**src/rtl/v_wb_buffer.sv**
```systemverilog
// Write-back buffer between a fixed-latency ALU pipeline and the register-file write port.
// Tracks in-flight operations so issue is throttled before the FIFO could ever overflow.
module v_wb_buffer #(
   parameter int unsigned DATA_WIDTH   = 64,
   parameter int unsigned ADDR_WIDTH   = 32,
   parameter int unsigned DEPTH        = 8,
   parameter int unsigned INFLIGHT_MAX = 15
) (
   input  logic                     clk,
   input  logic                     rst,
   input  logic                     issue_valid,
   output logic                     can_issue,
   input  logic                     in_valid,
   input  logic [ADDR_WIDTH-1:0]    in_addr,
   input  logic [DATA_WIDTH-1:0]    in_vec,
   output logic                     wb_valid,
   input  logic                     wb_ready,
   output logic [ADDR_WIDTH-1:0]    wb_addr,
   output logic [DATA_WIDTH-1:0]    wb_data,
   output logic [$clog2(DEPTH):0]   occupancy,
   output logic                     err_overflow,
   output logic                     err_unexpected
);

   localparam int unsigned PTR_W = $clog2(DEPTH);
   localparam int unsigned OCC_W = PTR_W + 1;
   localparam int unsigned INF_W = $clog2(INFLIGHT_MAX + 1);

   logic [ADDR_WIDTH-1:0] addr_mem_q [DEPTH];
   logic [DATA_WIDTH-1:0] data_mem_q [DEPTH];

   logic [PTR_W-1:0] head_q, head_d;
   logic [PTR_W-1:0] tail_q, tail_d;
   logic [OCC_W-1:0] occ_q, occ_d;
   logic [INF_W-1:0] inflight_q, inflight_d;
   logic             err_overflow_q, err_overflow_d;
   logic             err_unexpected_q, err_unexpected_d;

   logic full;
   logic push;
   logic pop;
   logic overflow;
   logic unexpected;

   // Push/pop decode, pointer/occupancy/credit next state and sticky error updates.
   always_comb begin
      full       = (occ_q == OCC_W'(DEPTH));
      wb_valid   = (occ_q != '0);
      pop        = wb_valid && wb_ready;
      // A pop in the same cycle frees the slot, so a full FIFO can still accept.
      push       = in_valid && (!full || pop);
      overflow   = in_valid && full && !pop;
      unexpected = in_valid && !issue_valid && (inflight_q == '0);

      head_d = pop  ? head_q + PTR_W'(1) : head_q;
      tail_d = push ? tail_q + PTR_W'(1) : tail_q;

      occ_d = occ_q;
      unique case ({push, pop})
         2'b10:   occ_d = occ_q + OCC_W'(1);
         2'b01:   occ_d = occ_q - OCC_W'(1);
         default: occ_d = occ_q;
      endcase

      inflight_d = inflight_q;
      if (issue_valid && !in_valid) begin
         // Over-issue is a protocol violation; saturate rather than wrap.
         if (inflight_q < INF_W'(INFLIGHT_MAX)) inflight_d = inflight_q + INF_W'(1);
      end else if (in_valid && !issue_valid) begin
         if (inflight_q != '0) inflight_d = inflight_q - INF_W'(1);
      end

      err_overflow_d   = err_overflow_q || overflow;
      err_unexpected_d = err_unexpected_q || unexpected;
   end

   // Control state register.
   always_ff @(posedge clk) begin
      if (rst) begin
         head_q           <= '0;
         tail_q           <= '0;
         occ_q            <= '0;
         inflight_q       <= '0;
         err_overflow_q   <= 1'b0;
         err_unexpected_q <= 1'b0;
      end else begin
         head_q           <= head_d;
         tail_q           <= tail_d;
         occ_q            <= occ_d;
         inflight_q       <= inflight_d;
         err_overflow_q   <= err_overflow_d;
         err_unexpected_q <= err_unexpected_d;
      end
   end

   // Entry storage; cleared on reset so the head reads zero until the first push.
   always_ff @(posedge clk) begin
      if (rst) begin
         for (int i = 0; i < int'(DEPTH); i++) begin
            addr_mem_q[i] <= '0;
            data_mem_q[i] <= '0;
         end
      end else if (push) begin
         addr_mem_q[tail_q] <= in_addr;
         data_mem_q[tail_q] <= in_vec;
      end
   end

   // Outputs derived from registered state only (no fall-through).
   always_comb begin
      wb_addr        = addr_mem_q[head_q];
      wb_data        = data_mem_q[head_q];
      occupancy      = occ_q;
      err_overflow   = err_overflow_q;
      err_unexpected = err_unexpected_q;
      can_issue      = ((32'(occ_q) + 32'(inflight_q)) < DEPTH)
                       && (inflight_q < INF_W'(INFLIGHT_MAX));
   end

endmodule

```
**config.mk**
```make
export PLATFORM = sky130hd
export DESIGN_NAME = v_wb_buffer
export DESIGN_NICKNAME = d
export VERILOG_FILES = /design/src/rtl/v_wb_buffer.sv
export SDC_FILE = /design/constraint.sdc
export NUM_CORES = 1
export LEC_CHECK = 0
export BUFFER_PORTS_ARGS = -buffer_cell sky130_fd_sc_hd__buf_4
export CORE_ASPECT_RATIO = 1.25
export CORE_MARGIN = 5
export CORE_UTILIZATION = 55
export CTS_CLUSTER_SIZE = 14
export DETAILED_ROUTE_END_ITERATION = 12
export PLACE_DENSITY = 0.73
export SETUP_SLACK_MARGIN = 0.4
export SLEW_MARGIN = 20
export SYNTH_ARGS = -nofsm -noshare
export SYNTH_HDL_FRONTEND = slang
export SYNTH_SLANG_ARGS = --single-unit
export TNS_END_PERCENT = 50
```
**constraint.sdc**
```tcl
create_clock -name clk -period 11.7 [get_ports clk]
set_clock_uncertainty 0.1 [all_clocks]
set_input_delay 1.17 -clock clk [delete_from_list [all_inputs] [get_ports clk]]
set_output_delay 1.17 -clock clk [all_outputs]
set_load 0.02 [all_outputs]
```
After elaboration in Yosys (flattened, before gate mapping)
Memories as Yosys holds them, arrays and structs flattened. A register that Yosys moved wholly into a read port is not among the register bits.
Index checks and enable logic that the tools add are counted.
Operators by class
  $add $sub $neg: 7
  magnitude comparators: 2
  eq/ne operators: 4
  multiplexer cells: 20
  reduce and logical (&&, ||, !) cells: 24
Operator list (count)
  64-bit 2-to-1 mux: 1
  64-bit OR reduction: 1
  32-bit 2-to-1 mux: 1
  32-bit OR reduction: 1
  3-bit 2-to-1 mux: 6
  4-bit 2-to-1 mux: 4
  4-bit by 1-bit adder with 4-bit output, second input constant: 2
  1-bit logical AND: 8
  4-bit case mux with 2 select lines: 1
  4-bit nonzero test: 2
  4-bit by 1-bit subtractor with 4-bit output, second input constant: 2
  1-bit 2-to-1 mux: 7
  3-bit by 1-bit adder with 3-bit output, second input constant: 2
  2-bit nonzero test: 3
  4-bit by 4-bit adder with 5-bit output: 1
  5-bit by 4-bit less-than comparator with 1-bit output, second input constant: 1
  4-bit equality test, second input constant: 1
  1-bit zero test: 4
  4-bit zero test: 1
  4-bit less-than comparator, second input constant: 1
  1-bit logical OR: 3
  3-bit AND reduction: 1
  2-bit by 1-bit equality test with 1-bit output, second input constant: 1
  2-bit equality test, second input constant: 1
  2-bit by 1-bit != test with 1-bit output, second input constant: 1
Word-level totals
  flip-flop bits (word level): 16
  memory bits (writable): 768
  bits of input ports: 101
  output and inout bits: 104
  logic and storage cells: 65
  memories: 2
Memories
  data_mem_q: depth 8, bits a word 64, read ports 1, clocked after memory_dff 1, write ports 8, line 30  | logic [DATA_WIDTH-1:0] data_mem_q [DEPTH];
  addr_mem_q: depth 8, bits a word 32, read ports 1, clocked after memory_dff 1, write ports 8, line 29  | logic [ADDR_WIDTH-1:0] addr_mem_q [DEPTH];

Depth between registers and ports, before layout
  depth in word-level cells: 9
  depth in mapped cells: 10

Worst setup path after synthesis
No wires, ideal clock.
  path kind: input to register
  start point: input port wb_ready
  end point: memory addr_mem_q[1][0], enable pin
  library setup time: 0.683 ns
  arrival time: 8.869 ns
  setup slack: 2.048 ns
  cell stages on the path: 6
  path through: nand2b_1 o21ai_4 or3_1 buf_2 buf_2 o21ai_0
RTL lines
  from (decl): line 17  | input logic wb_ready,
  to (decl): line 29

==> results.yml <==
placed_design:
  preCtsSetupSlack_ns: 6.258
  gp_congestion: 0.7547
  postPlaceCellArea_um2: 36290
  detailed_place_hpwl_um: 43860
  placement.io_buffers: 204
global_routing:
  track_usage_pct: 24.99
  grt_pass1_wl_um: 126500
  globalRouteOverflowTotal: 0
  antenna_found_initial: 10
  first_global_vias: 21300
  grt_max_degree: 195
hold_path:
  holdCritPathClass: "reg -> reg"
synthesis:
  post_synth_num_cell_types: 42
  asyncSetResetFlopFracSynth_pct: 0
  synth.cell_area_um2: 34150
  synth-edff-count: 768
  mappedNetlistNets: 2430
  synth_area_per_cell_um2: 14.73
  yosysWarningCount: 0
  yosysSeqAreaShare_pct: 68.66
  ys.flop_type: "edfxtp_1"
  synth.ff_latch_count: 787
  synthCells: 2318
clocking:
  tritoncts: "yes"
  htree_levels: 3
  clock_insertion_delay_worst_skew_ns: 0.61
  clock_sink_count: 787
  cts_made_buffers: 78
  cts_repair_resize_count: 0
  ctsHoldBuffers: 0
  cts.clk_slew.worst_paths_ns: 0.06
  clockRootBuffer: "clkbuf_16"
  cts_buffer_depth: 3
  postCtsSetupBuffers: 0
layout:
  stdcell_area_um2: 38860
  syn_to_final_growth_pct: 13.82
  multi_input_comb_area_um2: 9952
  filler_cell_count: 4639
  final_core_utilization_pct: 62.92
  design.final.nets: 2581
  seqCellArea_um2: 23450
  share_of_cells_above_drive_strength_1_pct: 26.32
route:
  detail_route.wl_per_cell_um: 24.50
  detail_route.iter0.violations: 1983
  wl_um: 82530
  vias: 20070
  avgViaCountPerCell: 5.957
  drt_pass1_iterations: 5
  detail_route.drc_violations: 0
  drt_antenna_net_count: 0
sta:
  setup-tns-final_ns: 0
  slew_viol_final: 0
  hold_viol: 0
  report.final.setup_viol: 0
  rsz0062_at_grt: "no"
  fmax_mhz: 186.2
  post-route-worst-setup-slack_ns: 6.330
  worst_rel_slew_slack_pct: 25.53
  finalCriticalPeriod_ns: 5.370
  tightestPinTransition_ns: 1.117
  min_period_over_period_pct: 45.89
  hold-worst-slack_ns: 0.3784
floorplanning:
  placementRows: 102
  top_level_ports: 205
  fp.dieArea_um2: 67200
  die_w_um: 232.9
  floorplan.core_area_um2: 61770
  initial_core_util_pct: 55.28
  die_y_um: 288.6
setup_path:
  crit_type: "reg -> out"
  worstSetupStartpointType: "flip-flop"
  required_worst_endpoint_ns: 10.43
  worstPathArrival_ns: 4.10
  worstSetupEndpointType: "output pin"
  path_max_fanout: 43
flow_run:
  maxCapViolCount: 0
run_status:
  run_status: "completed"
power:
  powerDensity_nw_per_um2: 189.4
  ir_worst_vdd_uv: 126.2
  static_power_due_to_leakage_nw: 13.45
[power by group]
part,internal (mW),switching (mW),total [mW]
registers,3.25,0.0933,3.34
clock network,1.44,1.07,2.50
logic,0.711,0.801,1.51
[registers in the layout, indices dropped and copies added (netlist names), named ones only]
register	cells
tail_q	3
head_q	3
err_overflow	1
addr_mem_q	256
inflight_q	4
occupancy	4
data_mem_q	512
err_unexpected	1
[cells in the mapped netlist, types with 2 or more instances]
cell	instances	area, µm²
o21ai_0	8	40.04
clkbuf_1	56	210.2
ha_1	10	125.1
buf_4	16	120.1
and2_1	16	100.1
buf_2	78	390.4
xor2_1	3	26.28
nor4_1	5	31.28
buf_1	6	22.52
a31o_2	2	17.52
or4_1	2	15.01
xnor2_1	5	43.79
a21o_1	2	15.01
dfxtp_1	19	380.4
a21oi_1	7	35.03
mux4_2	192	4324
nor2_1	773	2902
nand3_1	3	15.01
nand2b_1	4	25.02
nor3_1	5	25.02
mux2i_1	4	40.04
or2_1	2	12.51
nand2_1	198	743.2
mux2_2	97	1092
a211oi_1	3	22.52
nor2b_1	2	12.51
buf_6	11	123.9
inv_1	6	22.52
edfxtp_1	768	23060
a31oi_1	2	12.51
nor3b_1	2	15.01
[through the flow]
step / instances / total power, mW
CTS: 3362 / 7.429
floorplan: 2318 / 4.465
global route: 3366 / 7.651
finish: 3369 / 7.360
global placement: 3221 / 4.918
detailed placement: 3221 / 4.940
[cell usage in the layout (no fill, tap or decap), types with 4 or more instances in the layout]
| cell type | netlist | layout |
|---|---|---|
| nor2_1 | 773 | 771 |
| edfxtp_1 | 768 | 768 |
| xnor2_1 | 5 | 5 |
| dfxtp_1 | 19 | 16 |
| mux4_2 | 192 | 192 |
| nand2_1 | 198 | 198 |
| nand2b_1 | 4 | 4 |
| mux2i_1 | 4 | 4 |
| inv_1 | 6 | 6 |
| diode_2 | 0 | 7 |
| clkinv_2 | 0 | 20 |
| ha_1 | 10 | 10 |
| o21ai_4 | 1 | 9 |
| a21oi_1 | 7 | 7 |
| mux2_2 | 97 | 97 |
| bufinv_16 | 0 | 8 |
| clkbuf_1 | 56 | 9 |
| buf_4 | 16 | 235 |
| nor3_1 | 5 | 5 |
| and2_1 | 16 | 16 |
| clkbuf_16 | 0 | 80 |
| clkinv_1 | 0 | 16 |
[cell families (layout without fill, tap and decap cells)]
kind of cell,count (synthesis),in the layout,share of synthesized area [%]
AND/OR/NAND/NOR,1016,1016,11.52
flip-flops,787,787,68.66
multiplexers,293,293,15.98
buffers and inverters,173,385,2.605
AO/OA/AOI/OAI,30,30,0.6119
adder cells (fa/ha/maj),11,11,0.4251
XOR/XNOR,8,8,0.2052
other,0,7,0
[layer usage]
layer	GRT usage (%)	vias to the layer above	wire [µm]
met5	0	-	55
met2	43.44	921	42900
met4	7.505	8	2004
li1	-	8758	-
met1	32.31	10250	30140
met3	4.848	131	7420
[final timing paths]
| path | startpoint | endpoint | slack [ns] | depth (start not counted) |
|---|---|---|---|---|
| max | flip-flop | wb_data[29] | 6.33 | 5 |
| min | err_unexpected | err_unexpected | 0.38 | 2 |
| max reg2reg | occupancy[1] | data_mem_q[2][52] | 7.13 | 7 |
| min reg2reg | err_unexpected | err_unexpected | 0.38 | 2 |
[worst max-delay path, stage by stage (launching register included)]
cell and delay, ns:
dfxtp_4 0.66, buf_4 0.80, buf_4 0.83, mux4_2 0.61, mux2_2 0.32, buf_4 0.17
[final cells by class]
class	instances	area share, %
Sequential cell	787	60.35
Multi-Input combinational cell	1358	25.61
Clock buffer	89	5.238
Timing Repair Buffer	238	4.694
Tap cell	832	2.679
Clock inverter	52	1.330
Inverter	6	0.05795
Antenna cell	7	0.04507
(Power assumes the default switching activity.)
